--- config.mk ---
export PLATFORM = sky130hd
export DESIGN_NAME = demux_conductual
export DESIGN_NICKNAME = d
export VERILOG_FILES = /design/src/rtl/demux_pkg.sv /design/src/rtl/demux_conductual.sv
export SDC_FILE = /design/constraint.sdc
export NUM_CORES = 1
export LEC_CHECK = 0
export CORE_MARGIN = 10
export CORE_UTILIZATION = 40
export CTS_CLUSTER_SIZE = 8
export DETAILED_ROUTE_END_ITERATION = 8
export PLACE_DENSITY = 0.69
export SLEW_MARGIN = 10
export SYNTH_ARGS = -nofsm -noshare
export SYNTH_HDL_FRONTEND = slang
export SYNTH_SLANG_ARGS = --single-unit
--- constraint.sdc ---
create_clock -name clk -period 1.4 [get_ports clk]
set_clock_uncertainty 0.2 [all_clocks]
set_input_delay 0.21 -clock clk [delete_from_list [all_inputs] [get_ports clk]]
set_output_delay 0.21 -clock clk [all_outputs]
set_load 0.01 [all_outputs]
--- src/rtl/demux_pkg.sv ---
// Shared definitions for the interleaving mux/demux pair.
// Both stages import WIDTH_DEF so they agree on word width.
package demux_pkg;

   localparam int WIDTH_DEF = 4;
   localparam int CNT_W_DEF = 8;

   typedef enum logic {
      EXPECT_L1 = 1'b0,
      EXPECT_L0 = 1'b1
   } phase_t;

endpackage

--- src/rtl/demux_conductual.sv ---
// 1-to-2 demultiplexer: splits an interleaved word stream back into two lanes.
// The first word of each pair is lane 1 and the second is lane 0.
//
// state     | meaning
// ----------+---------------------------------------------------------
// EXPECT_L1 | waiting for the first word of a pair (the lane-1 word)
// EXPECT_L0 | lane-1 word is held; the next valid word completes the pair
module demux_conductual
   import demux_pkg::*;
#(
   parameter int WIDTH = WIDTH_DEF,
   parameter int CNT_W = CNT_W_DEF
) (
   input  logic             clk,
   input  logic             reset_L,
   input  logic [WIDTH-1:0] data_in,
   input  logic             valid_in,
   output logic [WIDTH-1:0] data_out_0,
   output logic [WIDTH-1:0] data_out_1,
   output logic             valid_out,
   output logic [CNT_W-1:0] pair_count
);

   phase_t             r_state;
   phase_t             w_state_nxt;
   logic               w_capture;
   logic               w_pair_done;
   logic [WIDTH-1:0]   r_hold;
   logic [WIDTH-1:0]   r_data_out_0;
   logic [WIDTH-1:0]   r_data_out_1;
   logic               r_valid_out;
   logic [CNT_W-1:0]   r_pair_count;

   always_comb begin
      w_state_nxt = r_state;
      w_capture   = 1'b0;
      w_pair_done = 1'b0;
      if (valid_in) begin
         case (r_state)
            EXPECT_L1: begin
               w_capture   = 1'b1;
               w_state_nxt = EXPECT_L0;
            end
            EXPECT_L0: begin
               w_pair_done = 1'b1;
               w_state_nxt = EXPECT_L1;
            end
            default: w_state_nxt = EXPECT_L1;
         endcase
      end
   end

   // A stall (valid_in=0) leaves everything but the strobe untouched,
   // so a gap of any length may sit between the two words of a pair.
   always_ff @(posedge clk or negedge reset_L) begin
      if (!reset_L) begin
         r_state      <= EXPECT_L1;
         r_hold       <= '0;
         r_data_out_0 <= '0;
         r_data_out_1 <= '0;
         r_valid_out  <= 1'b0;
         r_pair_count <= '0;
      end else begin
         r_state     <= w_state_nxt;
         r_valid_out <= w_pair_done;
         if (w_capture) begin
            r_hold <= data_in;
         end
         if (w_pair_done) begin
            r_data_out_1 <= r_hold;
            r_data_out_0 <= data_in;
            r_pair_count <= r_pair_count + 1'b1;
         end
      end
   end

   assign data_out_0 = r_data_out_0;
   assign data_out_1 = r_data_out_1;
   assign valid_out  = r_valid_out;
   assign pair_count = r_pair_count;

endmodule

After elaboration in Yosys (flattened, before gate mapping)

Cells that the tools add are included.

Mux-type cells: 5
Add/sub/neg operators: 1
Bitwise gates (word level): 1

Operators by type and width:

| kind                                        | number |
|---|---|
| adder 8 x 1 -> 8 bit, second input constant | 1 |
| 2-to-1 mux 1 bit                            | 4 |
| one-hot mux 1 bit (2 select lines)          | 1 |
| NOT 1 bit                                   | 1 |

Register bits: 22
Word-level logic and storage cells: 13
Input port bits: 7
Output and inout port bits: 17

Longest topological paths before layout

Gate-level depths: netlist of the first run.

Depth after elaboration: 2
Mapped depth: 4
Depth with buffers taken out: 4

Least setup slack after synthesis of the first run

Ideal clock, no wire load.

Path kind: reg2reg
Start: reg r_pair_count[0], in the netlist pair_count[0]
End: reg r_pair_count[1], in the netlist pair_count[1]
Required time: 1.075 ns
Buffers on the path: 0
Slack: 0.088 ns
Arrival: 0.988 ns
Cell stages (with the launch flop): 3
Cell sequence: dfrtp_1 -> ha_1 -> mux2_2

Cells in the longest elaborated chain, start to end: 1

RTL lines:

| what                   | line                   | text |
|---|---|---|
| from (decl)            | demux_conductual.sv:32 | `logic [CNT_W-1:0] r_pair_count;` |
| from (signal assigned) | demux_conductual.sv:72 | `r_pair_count <= r_pair_count + 1'b1;` |
| adder 8 x 1 -> 8 bit   | demux_conductual.sv:72 |  |

No other way between the ends.
A chain may end at the register's enable or synchronous reset.

Worst setup path after layout of the first run

Start: reg r_state
End: reg r_hold[1]

Cells in the longest elaborated chain, start to end: 2

RTL lines:

| what                   | line                   | text |
|---|---|---|
| from (decl)            | demux_conductual.sv:24 | `phase_t r_state;` |
| from (signal assigned) | demux_conductual.sv:64 | `r_state <= w_state_nxt;` |
| 2-to-1 mux 1 bit       | demux_conductual.sv:39 | `case (r_state)` |
| 2-to-1 mux 1 bit       | demux_conductual.sv:38 | `if (valid_in) begin` |
| to (signal assigned)   | demux_conductual.sv:67 | `r_hold <= data_in;` |
| to (decl)              | demux_conductual.sv:28 | `logic [WIDTH-1:0] r_hold;` |

No other way between the ends.

==> reports/qor.yml, run 1 <==
outcome: "finished, final reports clean"
grt_util_all_layers: 0.08512
cts_num_sinks: 22
post_synth_instance_area_um2: 847.1
design.die.area_um2: 4358
insertedDiodeCount: 0
synth_largest_type_area_fraction: 0.6499
drcViolationCount: 0
post_route_cells_drive_above_1_share: 0.4951
first_global_vias: 632
worst_path_max_fanout: 4
yosys_synthesis_warning_count: 0
worstSetupEndpointType: "flop"
grt_max_degree: 23
worstReg2RegStart: "r_state$_DFFE_PN0P_"
num_vias: 615
synth_cell_types: 12
drv_slew: 0
synthDominantAreaCellType: "dfrtp_1"
reg2reg_to: "r_hold[1]$_DFFE_PN0P_"
clkLatencyLatePin_ns: 0.31
post-route-period-util: 0.9768
clock_tree.root_cell: "clkbuf_4"
routed_via_count_divided_by_cell_count: 4.731
postSynthAreaPerCell_um2: 15.40
die_y_um: 66.02
slew_worst_pin_ns: 0.1748
yosys_register_bits: 22
finalPower_mw: 2.640
cp_data_arrival_time_ns: 1.37
crit_chain: "and2b_4, mux2_4"
placement.io_buffers: 23
fin_crit_ns: 1.367
ctsHtreeMaxLevel: 1
peakVddDrop_mv: 1.151
pwr_density_cell_nw_per_um2: 2048
final.setup.worst_slack_ns: 0.03251
min-delay-path-class: "in2async"
routabilityCongestion: 0.7594
cellLeakagePower_nw: 0.6166
placeableCoreArea_um2: 1982
initial_cell_density_of_the_core: 0.4274
layout_commonest_cell: "dfrtp_1"
nets: 112
cts-buffers-inserted: 3
r2r_setup_slack_ns: 0.03
maxClockFrequency_ghz: 0.7313
dp_slack_ns: -0.2570
critPathLaunchType: "flop"
drt_pre_antenna_iters: 2
worst_max_slew_margin_expressed_relative_to_the_limit: 0.8831
cts_tree: "yes"
finish.utilization: 0.6503
final_cell_mix: "dfrtp_1, buf_4, mux2_2, clkbuf_2, clkdlybuf4s15_1"
dp.final_hpwl_um: 1247
cp.buffers_inverters: 0
cap_viol_max_count: 0
synth_sequential_area_ratio: 0.6499
reg2reg_depth: 2
crit_slowest_cell: "dfrtp_1"
max_stage_delay_ns: 0.43
floorplan.rows: 16
number_of_antenna_violations_at_the_first_check_in_global_routing: 0
antenna_left: 0
hold_viol: 0
cp.required_ns: 1.40
wirelength_um: 1709
area_growth_pct: 52.14
floorplan_die_width_um: 66.02
grt_overflow: 0
fin_worst_hold_slack_ns: 0.02994
num_io_pins: 24
critical_path_class: "reg2reg"
drtIter0Drc: 13
syn-num-nets: 63
ys_top_cells_by_area: "dfrtp_1, mux2_2, xnor2_1, nand4_1, ha_1"
syn_inst: 55
rsz0062_at_grt: "false"
clk_pin_slew_worst_paths_ns: 0.12
clk_path_buf_depth: 2
avg_wl_per_cell_um: 13.15
setup_viol: 0
grt_first_pass_wirelength_um: 2898
critical-path-top-delay-family: "flip-flops"
-- worst max path at each step --
stage                     slack (ns)                         to  depth (start not counted)                 startpoint
after floorplan                 0.09  pair_count[1]$_DFFE_PN0P_                          2  pair_count[0]$_DFFE_PN0P_
after global placement         -0.23      r_hold[2]$_DFFE_PN0P_                          3                   valid_in
after detailed placement       -0.26      r_hold[2]$_DFFE_PN0P_                          3                   valid_in
after CTS                     0.0007              pair_count[5]                          1  pair_count[5]$_DFFE_PN0P_
after global routing         0.00003              pair_count[4]                          1  pair_count[4]$_DFFE_PN0P_
final                           0.03      r_hold[1]$_DFFE_PN0P_                          2        r_state$_DFFE_PN0P_
-- state kept, by name, summed over array words and instances (netlist names) --
register,cells
pair_count,8
data_out_0,4
data_out_1,4
r_hold,4
r_state,1
valid_out,1
-- synthesized netlist by cell type --
library cell,number
xnor2_1,7
mux2_2,13
nand2_2,1
and4_2,1
and2b_2,1
ha_1,1
nand2_1,2
xor2_1,1
dfrtp_1,22
nand4_1,4
inv_2,1
and3_1,1
-- final cells by class --
| class | instances | area [um2] |
|---|---|---|
| well taps | 27 | 33.78 |
| repair buffers | 44 | 355.3 |
| multi-input cells | 32 | 309.0 |
| fillers | 161 | 693.2 |
| clock buffers | 4 | 36.28 |
| flip-flops and latches | 22 | 550.5 |
| inverters | 1 | 3.754 |
-- repair_timing --
action,CTS,global route
hold buffers,0,0
endpoints found under the setup margin,17,17
gates cloned,0,0
setup buffers,7,4
gates resized for setup,31,18
-- report_power, final --
| part | internal, mW | leakage [nW] | switching [mW] |
|---|---|---|---|
| clock | 0.159 | 0.0210 | 0.190 |
| combinational | 0.740 | 0.328 | 0.477 |
| sequential | 0.919 | 0.267 | 0.154 |
-- through the flow --
stage | cells | TNS (ns) | area [um2]
2_1_floorplan | 55 | 0 | 847.1
3_3_place_gp | 115 | -3.668 | 1199
3_5_place_dp | 115 | -4.184 | 1199
4_1_cts | 126 | 0 | 1276
5_1_grt | 130 | 0 | 1289
6_report | 130 | 0 | 1289
-- cells by family (layout without fill, tap and decap cells) --
| logic type | Yosys count | after routing | synth area share |
|---|---|---|---|
| DFF | 22 | 22 | 0.6499 |
| muxes | 13 | 13 | 0.1728 |
| and+or+nand+nor | 10 | 10 | 0.07534 |
| xor gates and xnor gates | 8 | 8 | 0.08272 |
| adders and majority gates | 1 | 1 | 0.01477 |
| buffers and inverters | 1 | 49 | 0.004427 |
-- layer usage --
| metal | vias to the layer above | GRT usage | routed length, um |
|---|---|---|---|
| met5 | - | 0 | 0 |
| met4 | 0 | 0.05497 | 47 |
| met3 | 5 | 0.04237 | 142 |
| met2 | 16 | 0.1280 | 795 |
| met1 | 304 | 0.09307 | 723 |
| li1 | 290 | - | - |
(Power assumes the default switching activity.)
==> run 2, diff against run 1 <==
clock period = 1.75 ns   (was 1.4 ns; I/O delays follow)
==> run 2 against run 1 <==
Against the previous run:
- worst setup slack improved by 0.033 ns
- register-to-register slack better by 0.34 ns
- hold slack improved by 0.046 ns
- count of clock-buffer cells in the layout is the same
- utilization shrank 3.4 points
- sequential power is 20% lower
- critical path type is now reg2out
- critical endpoint is now pair_count[7]
- largest cell class unchanged
- highest routed layer unchanged
==> reports/qor.yml, run 2 (synthesis results as in run 1) <==
clk_path_buf_depth: 2  # unchanged
power_frac_clock: 0.136  # was 0.132
grt_first_pass_wirelength_um: 2925  # was 2898 um
pwr-share-seq: 0.418  # was 0.407
num_vias: 556  # was 615
power.share.switching: 0.3055  # was 0.3111
antenna_left: 0  # unchanged
fin_crit_ns: 1.685
power.internal_mw: 1.424  # was 1.819 mW
drv_slew: 0  # unchanged
cts-buffers-inserted: 3  # unchanged
initial_cell_density_of_the_core: 0.4274  # unchanged
post-route-period-util: 0.9627
post_route_cells_drive_above_1_share: 0.3222  # was 0.4951
crit_slowest_cell: "clkdlybuf4s50_1"  # was dfrtp_1
hold_viol: 0  # unchanged
drtIter0Drc: 10  # was 13
routabilityCongestion: 0.6878  # was 0.7594
min-delay-path-class: "in2async"  # unchanged
maxClockFrequency_ghz: 0.5936
worst_max_slew_margin_expressed_relative_to_the_limit: 0.8195  # was 0.8831
nets: 99  # was 112
hold_fix_buffers_cts: 0  # unchanged
cp_data_arrival_time_ns: 1.22  # was 1.37 ns
crit_chain: "clkdlybuf4s50_1"  # was and2b_4, mux2_4
die_y_um: 66.02  # unchanged
wirelength_um: 1683  # was 1709 um
cap_viol_max_count: 0  # unchanged
finalPower_mw: 2.050  # was 2.640 mW
critical-path-top-delay-family: "buffers and inverters"  # was flip-flops
pwr_density_cell_nw_per_um2: 1679  # was 2048 nW/um2
clock_tree.root_cell: "clkbuf_4"  # unchanged
clkLatencyLatePin_ns: 0.31  # about the same
number_of_antenna_violations_at_the_first_check_in_global_routing: 0  # unchanged
grt_overflow: 0  # unchanged
reg2reg_depth: 2  # unchanged
insertedDiodeCount: 0  # unchanged
critPathLaunchType: "flop"  # unchanged
number_of_flip_flops_in_the_largest_register: 8  # unchanged
grt_util_all_layers: 0.08795  # was 0.08512
drt_pre_antenna_iters: 2  # unchanged
avg_wl_per_cell_um: 14.38  # was 13.15 um
critical_path_class: "reg2out"  # was reg2reg
r2r_setup_slack_ns: 0.37  # was 0.03 ns
placeableCoreArea_um2: 1982  # unchanged
placement.cell_area_um2: 1134  # was 1199 um2
cts_num_sinks: 22  # unchanged
drcViolationCount: 0  # unchanged
layout_commonest_cell: "dfrtp_1"  # unchanged
clk_pin_slew_worst_paths_ns: 0.12  # about the same
slew_worst_pin_ns: 0.2708  # was 0.1748 ns
combinational_cell_fraction_of_total_power: 0.445  # was 0.461
setup_viol: 0  # unchanged
floorplan_die_width_um: 66.02  # unchanged
cts_tree: "yes"  # unchanged
worst_path_max_fanout: 2  # was 4
floorplan.rows: 16  # unchanged
outcome: "finished, final reports clean"  # unchanged
ctsHtreeMaxLevel: 1  # unchanged
grt_max_degree: 23  # unchanged
first_global_vias: 611  # was 632
peakVddDrop_mv: 1.117  # was 1.151 mV
worstSetupEndpointType: "output pin"  # was flop
cp.buffers_inverters: 1  # was 0
nFillCells: 166  # was 161
dp.final_hpwl_um: 1261  # was 1247 um
area_growth_pct: 44.17  # was 52.14%
cellLeakagePower_nw: 0.5901  # was 0.6166 nW
cp.required_ns: 1.29  # was 1.40 ns
final_design_area_no_fill_um2: 1221  # was 1289 um2
routed_via_count_divided_by_cell_count: 4.752  # was 4.731
setup_tns_ns: 0  # unchanged
reg2reg_to: "r_hold[1]$_DFFE_PN0P_"  # unchanged
max_stage_delay_ns: 0.54  # was 0.43 ns
design.die.area_um2: 4358  # unchanged
worstReg2RegStart: "r_state$_DFFE_PN0P_"  # unchanged
placement.io_buffers: 23  # unchanged
rsz0062_at_grt: "false"  # unchanged
total_switching_power_uw: 626.4  # was 821.3 uW
final_cell_mix: "dfrtp_1, clkdlybuf4s50_1, mux2_2, buf_4, xnor2_1"  # was dfrtp_1, buf_4, mux2_2, clkbuf_2, clkdlybuf4s15_1
num_io_pins: 24  # unchanged
==> run 2: cell count changes in the layout (fill, tap and decap cells not counted), sizes merged <==
cell,delta
clkdlybuf4s15,-8
clkdlybuf4s50,+10
clkbuf,-8
dlygate4sd2,+1
dlymetal6s2s,+6
buf,-14
==> run 2: final cells by class <==
class	instances	area, um2	area share
flip-flops and latches	22	550.5	0.4508
well taps	27	33.78	0.02766
repair buffers	31	304.0	0.2490
clock buffers	4	36.28	0.02971
inverters	1	3.754	0.003074
multi-input cells	32	292.8	0.2398
==> run 2: metrics by stage <==
stage                     utilization  setup WS [ns]  instances  hold WS, ns
after floorplan                     -         0.4375         55      -0.2331
after global placement         0.5720        0.04702        108       0.2593
after detailed placement       0.5720        0.01879        108       0.2916
after CTS                      0.6048       0.004755        116      0.07426
after global routing           0.6162       0.002716        117      0.06893
final                          0.6162        0.06526        117      0.07552
==> run 2: power by group through the flow <==
stage | Sequential (mW) | Combinational, mW | Clock, mW
after detailed placement | 0.913 | 0.859 | 0
after CTS | 0.864 | 0.955 | 0.291
after global placement | 0.900 | 0.849 | 0
final | 0.858 | 0.913 | 0.279
after floorplan | 0.972 | 0.309 | 0
after global routing | 0.896 | 1.00 | 0.318
==> run 2: worst max path at each step <==
stage / from / endpoint / slack, ns / cells past startpoint
floorplan: pair_count[0]$_DFFE_PN0P_ / pair_count[1]$_DFFE_PN0P_ / 0.44 / 2
global placement: valid_in / r_hold[1]$_DFFE_PN0P_ / 0.05 / 3
detailed placement: valid_in / r_hold[1]$_DFFE_PN0P_ / 0.02 / 3
CTS: pair_count[6]$_DFFE_PN0P_ / pair_count[6] / 0.005 / 1
global route: pair_count[7]$_DFFE_PN0P_ / pair_count[7] / 0.003 / 1
finish: pair_count[7]$_DFFE_PN0P_ / pair_count[7] / 0.07 / 1
==> run 2: timing repair <==
action | in CTS | in global routing
pin swaps | 0 | 0
resized for setup | 1 | 6
hold endpoints to repair | 0 | 0
endpoints found under the setup margin | 5 | 7
setup buffers | 4 | 1
==> run 2: layer usage <==
layer | share of wire | track usage | vias to the layer above
li1 | - | - | 262
met1 | 0.42 | 0.09623 | 274
met2 | 0.46 | 0.1304 | 16
met3 | 0.11 | 0.06271 | 4
met4 | 0.012 | 0.03141 | 0
met5 | 0 | 0 | -
==> run 3, diff against run 2 <==
PLACE_DENSITY = 0.72   (was 0.69)
clock period = 1.5 ns   (was 1.75 ns; I/O delays follow)
==> run 3 against run 2 <==
Against the previous run:
- die area stayed put
- utilization is 0.95 points lower
- critical path depth stayed put
- sequential power is 16% higher
- worst setup slack better by 0.0087 ns
- first-iteration DRC count is 10% higher
- via count is 1.6% higher
- routed wire length is 0.24% higher
==> reports/qor.yml, run 3 (synthesis results as in run 1) <==
outcome: "finished, final reports clean"  # unchanged
grt_util_all_layers: 0.08452  # was 0.08795
layout_commonest_cell: "dfrtp_1"  # unchanged
design.die.area_um2: 4358  # unchanged
grt_max_degree: 23  # unchanged
nFillCells: 170  # was 166
peakVddDrop_mv: 1.213  # was 1.117 mV
worst_path_max_fanout: 3  # was 2
cts_num_sinks: 22  # unchanged
pwr_density_cell_nw_per_um2: 1883  # was 1679 nW/um2
placeableCoreArea_um2: 1982  # unchanged
clock_tree.root_cell: "clkbuf_4"  # unchanged
dp.cells: 112  # was 108
multi_input_comb_area_um2: 292.8  # unchanged
min-delay-path-class: "in2async"  # unchanged
area_growth_pct: 41.95  # was 44.17%
crit_slowest_cell: "dfrtp_1"  # was clkdlybuf4s50_1
crit_path_start: "pair_count[2]$_DFFE_PN0P_"  # was pair_count[7]$_DFFE_PN0P_
clk_pin_slew_worst_paths_ns: 0.11  # was 0.12 ns
slew_worst_pin_ns: 0.2691  # was 0.2708 ns
insertedDiodeCount: 0  # unchanged
clk_path_buf_depth: 2  # unchanged
final-instance-count-excl-fill: 120  # was 117
worstReg2RegStart: "pair_count[0]$_DFFE_PN0P_"  # was r_state$_DFFE_PN0P_
cp.required_ns: 1.07  # was 1.29 ns
num_io_pins: 24  # unchanged
hold_fix_buffers_cts: 0  # unchanged
drtIter0Drc: 11  # was 10
ff_latch_area_um2: 550.5  # unchanged
worst_max_slew_margin_expressed_relative_to_the_limit: 0.8206  # was 0.8195
avg_wl_per_cell_um: 14.06  # was 14.38 um
grt_overflow: 0  # unchanged
cap_viol_max_count: 0  # unchanged
final_cell_mix: "dfrtp_1, dlygate4sd2_1, mux2_2, buf_4, xnor2_1"  # was dfrtp_1, clkdlybuf4s50_1, mux2_2, buf_4, xnor2_1
initial_cell_density_of_the_core: 0.4274  # unchanged
cellLeakagePower_nw: 0.5723  # was 0.5901 nW
finalPower_mw: 2.265  # was 2.050 mW
die_y_um: 66.02  # unchanged
routed_via_count_divided_by_cell_count: 4.708  # was 4.752
nets: 103  # was 99
antenna_left: 0  # unchanged
dp.final_hpwl_um: 1320  # was 1261 um
floorplan.rows: 16  # unchanged
cts-buffers-inserted: 3  # unchanged
critical_path_class: "reg2out"  # unchanged
fin_crit_ns: 1.426
hold_viol: 0  # unchanged
routabilityCongestion: 0.7475  # was 0.6878
drt_pre_antenna_iters: 2  # unchanged
number_of_flip_flops_in_the_largest_register: 8  # unchanged
worstSetupEndpointType: "output pin"  # unchanged
cp_data_arrival_time_ns: 1.00  # was 1.22 ns
ctsHtreeMaxLevel: 1  # unchanged
setup_viol: 0  # unchanged
critical-path-top-delay-family: "flip-flops"  # was buffers and inverters
grt_first_pass_wirelength_um: 2918  # was 2925 um
critPathLaunchType: "flop"  # unchanged
post-route-period-util: 0.9507
floorplan_die_width_um: 66.02  # unchanged
cp.buffers_inverters: 1  # unchanged
setup_tns_ns: 0  # unchanged
placement.io_buffers: 23  # unchanged
first_global_vias: 633  # was 611
maxClockFrequency_ghz: 0.7012
clkLatencyLatePin_ns: 0.29  # was 0.31 ns
num_vias: 565  # was 556
number_of_antenna_violations_at_the_first_check_in_global_routing: 0  # unchanged
wirelength_um: 1687  # was 1683 um
drv_slew: 0  # unchanged
rsz0062_at_grt: "false"  # unchanged
cts_tree: "yes"  # unchanged
max_stage_delay_ns: 0.41  # was 0.54 ns
post_route_cells_drive_above_1_share: 0.3441  # was 0.3222
crit_chain: "dlygate4sd2_1"  # was clkdlybuf4s50_1
drcViolationCount: 0  # unchanged
-- run 3: worst paths after layout --
| check | slack [ns] | end | cells after the start |
|---|---|---|---|
| worst max-delay path | 0.07 | pair_count[2] | 1 |
| worst min-delay path | 0.07 | pair_count[3]$_DFFE_PN0P_ | 2 |
| worst max register to register | 0.10 | pair_count[1]$_DFFE_PN0P_ | 3 |
| worst min register to register | 0.27 | pair_count[7]$_DFFE_PN0P_ | 1 |
| max in group asynchronous | 0.80 | data_out_1[0]$_DFFE_PN0P_ | 2 |
| min in group clk | 0.27 | pair_count[7]$_DFFE_PN0P_ | 1 |
-- run 3: repair_timing --
item                                    CTS  global route
buffers inserted                          4             1
resized for setup                        17             0
endpoints found under the setup margin   17             1
-- run 3: per-layer routing --
layer  share of wire  vias up  GRT usage
met5               0        -          0
met2            0.46       20     0.1304
li1                -      271          -
met1            0.42      270    0.09037
met3            0.11        4    0.04576
met4           0.014        0    0.04712
-- run 3: worst register-to-register path, stage by stage, from the launching register on --
cell and delay, ns:
dfrtp_1 0.41, buf_4 0.15, ha_1 0.27, mux2_2 0.26
-- run 3: final cells by class --
class                           count  area share
Multi-Input combinational cell     32      0.2435
Tap cell                           27     0.02810
Inverter                            1    0.003122
Clock buffer                        3     0.01873
Timing Repair Buffer               35      0.2487
Sequential cell                    22      0.4579
-- run 3: metrics by stage --
step	hold WS, ns	cell area (um2)	utilization	setup slack (ns)
6_report	0.07252	1202	0.6067	0.07397
5_1_grt	0.06043	1202	0.6067	0.01283
4_1_cts	0.07629	1195	0.6029	0.02496
3_5_place_dp	0.2623	1164	0.5871	-0.1564
3_3_place_gp	0.2612	1164	0.5871	-0.1427
2_1_floorplan	-0.2706	847.1	-	0.1875
-- run 3: power by group --
group / leakage [nW] / internal, mW / switching [mW]
Clock: 0.0138 / 0.0932 / 0.148
Combinational: 0.291 / 0.597 / 0.431
Sequential: 0.267 / 0.858 / 0.136
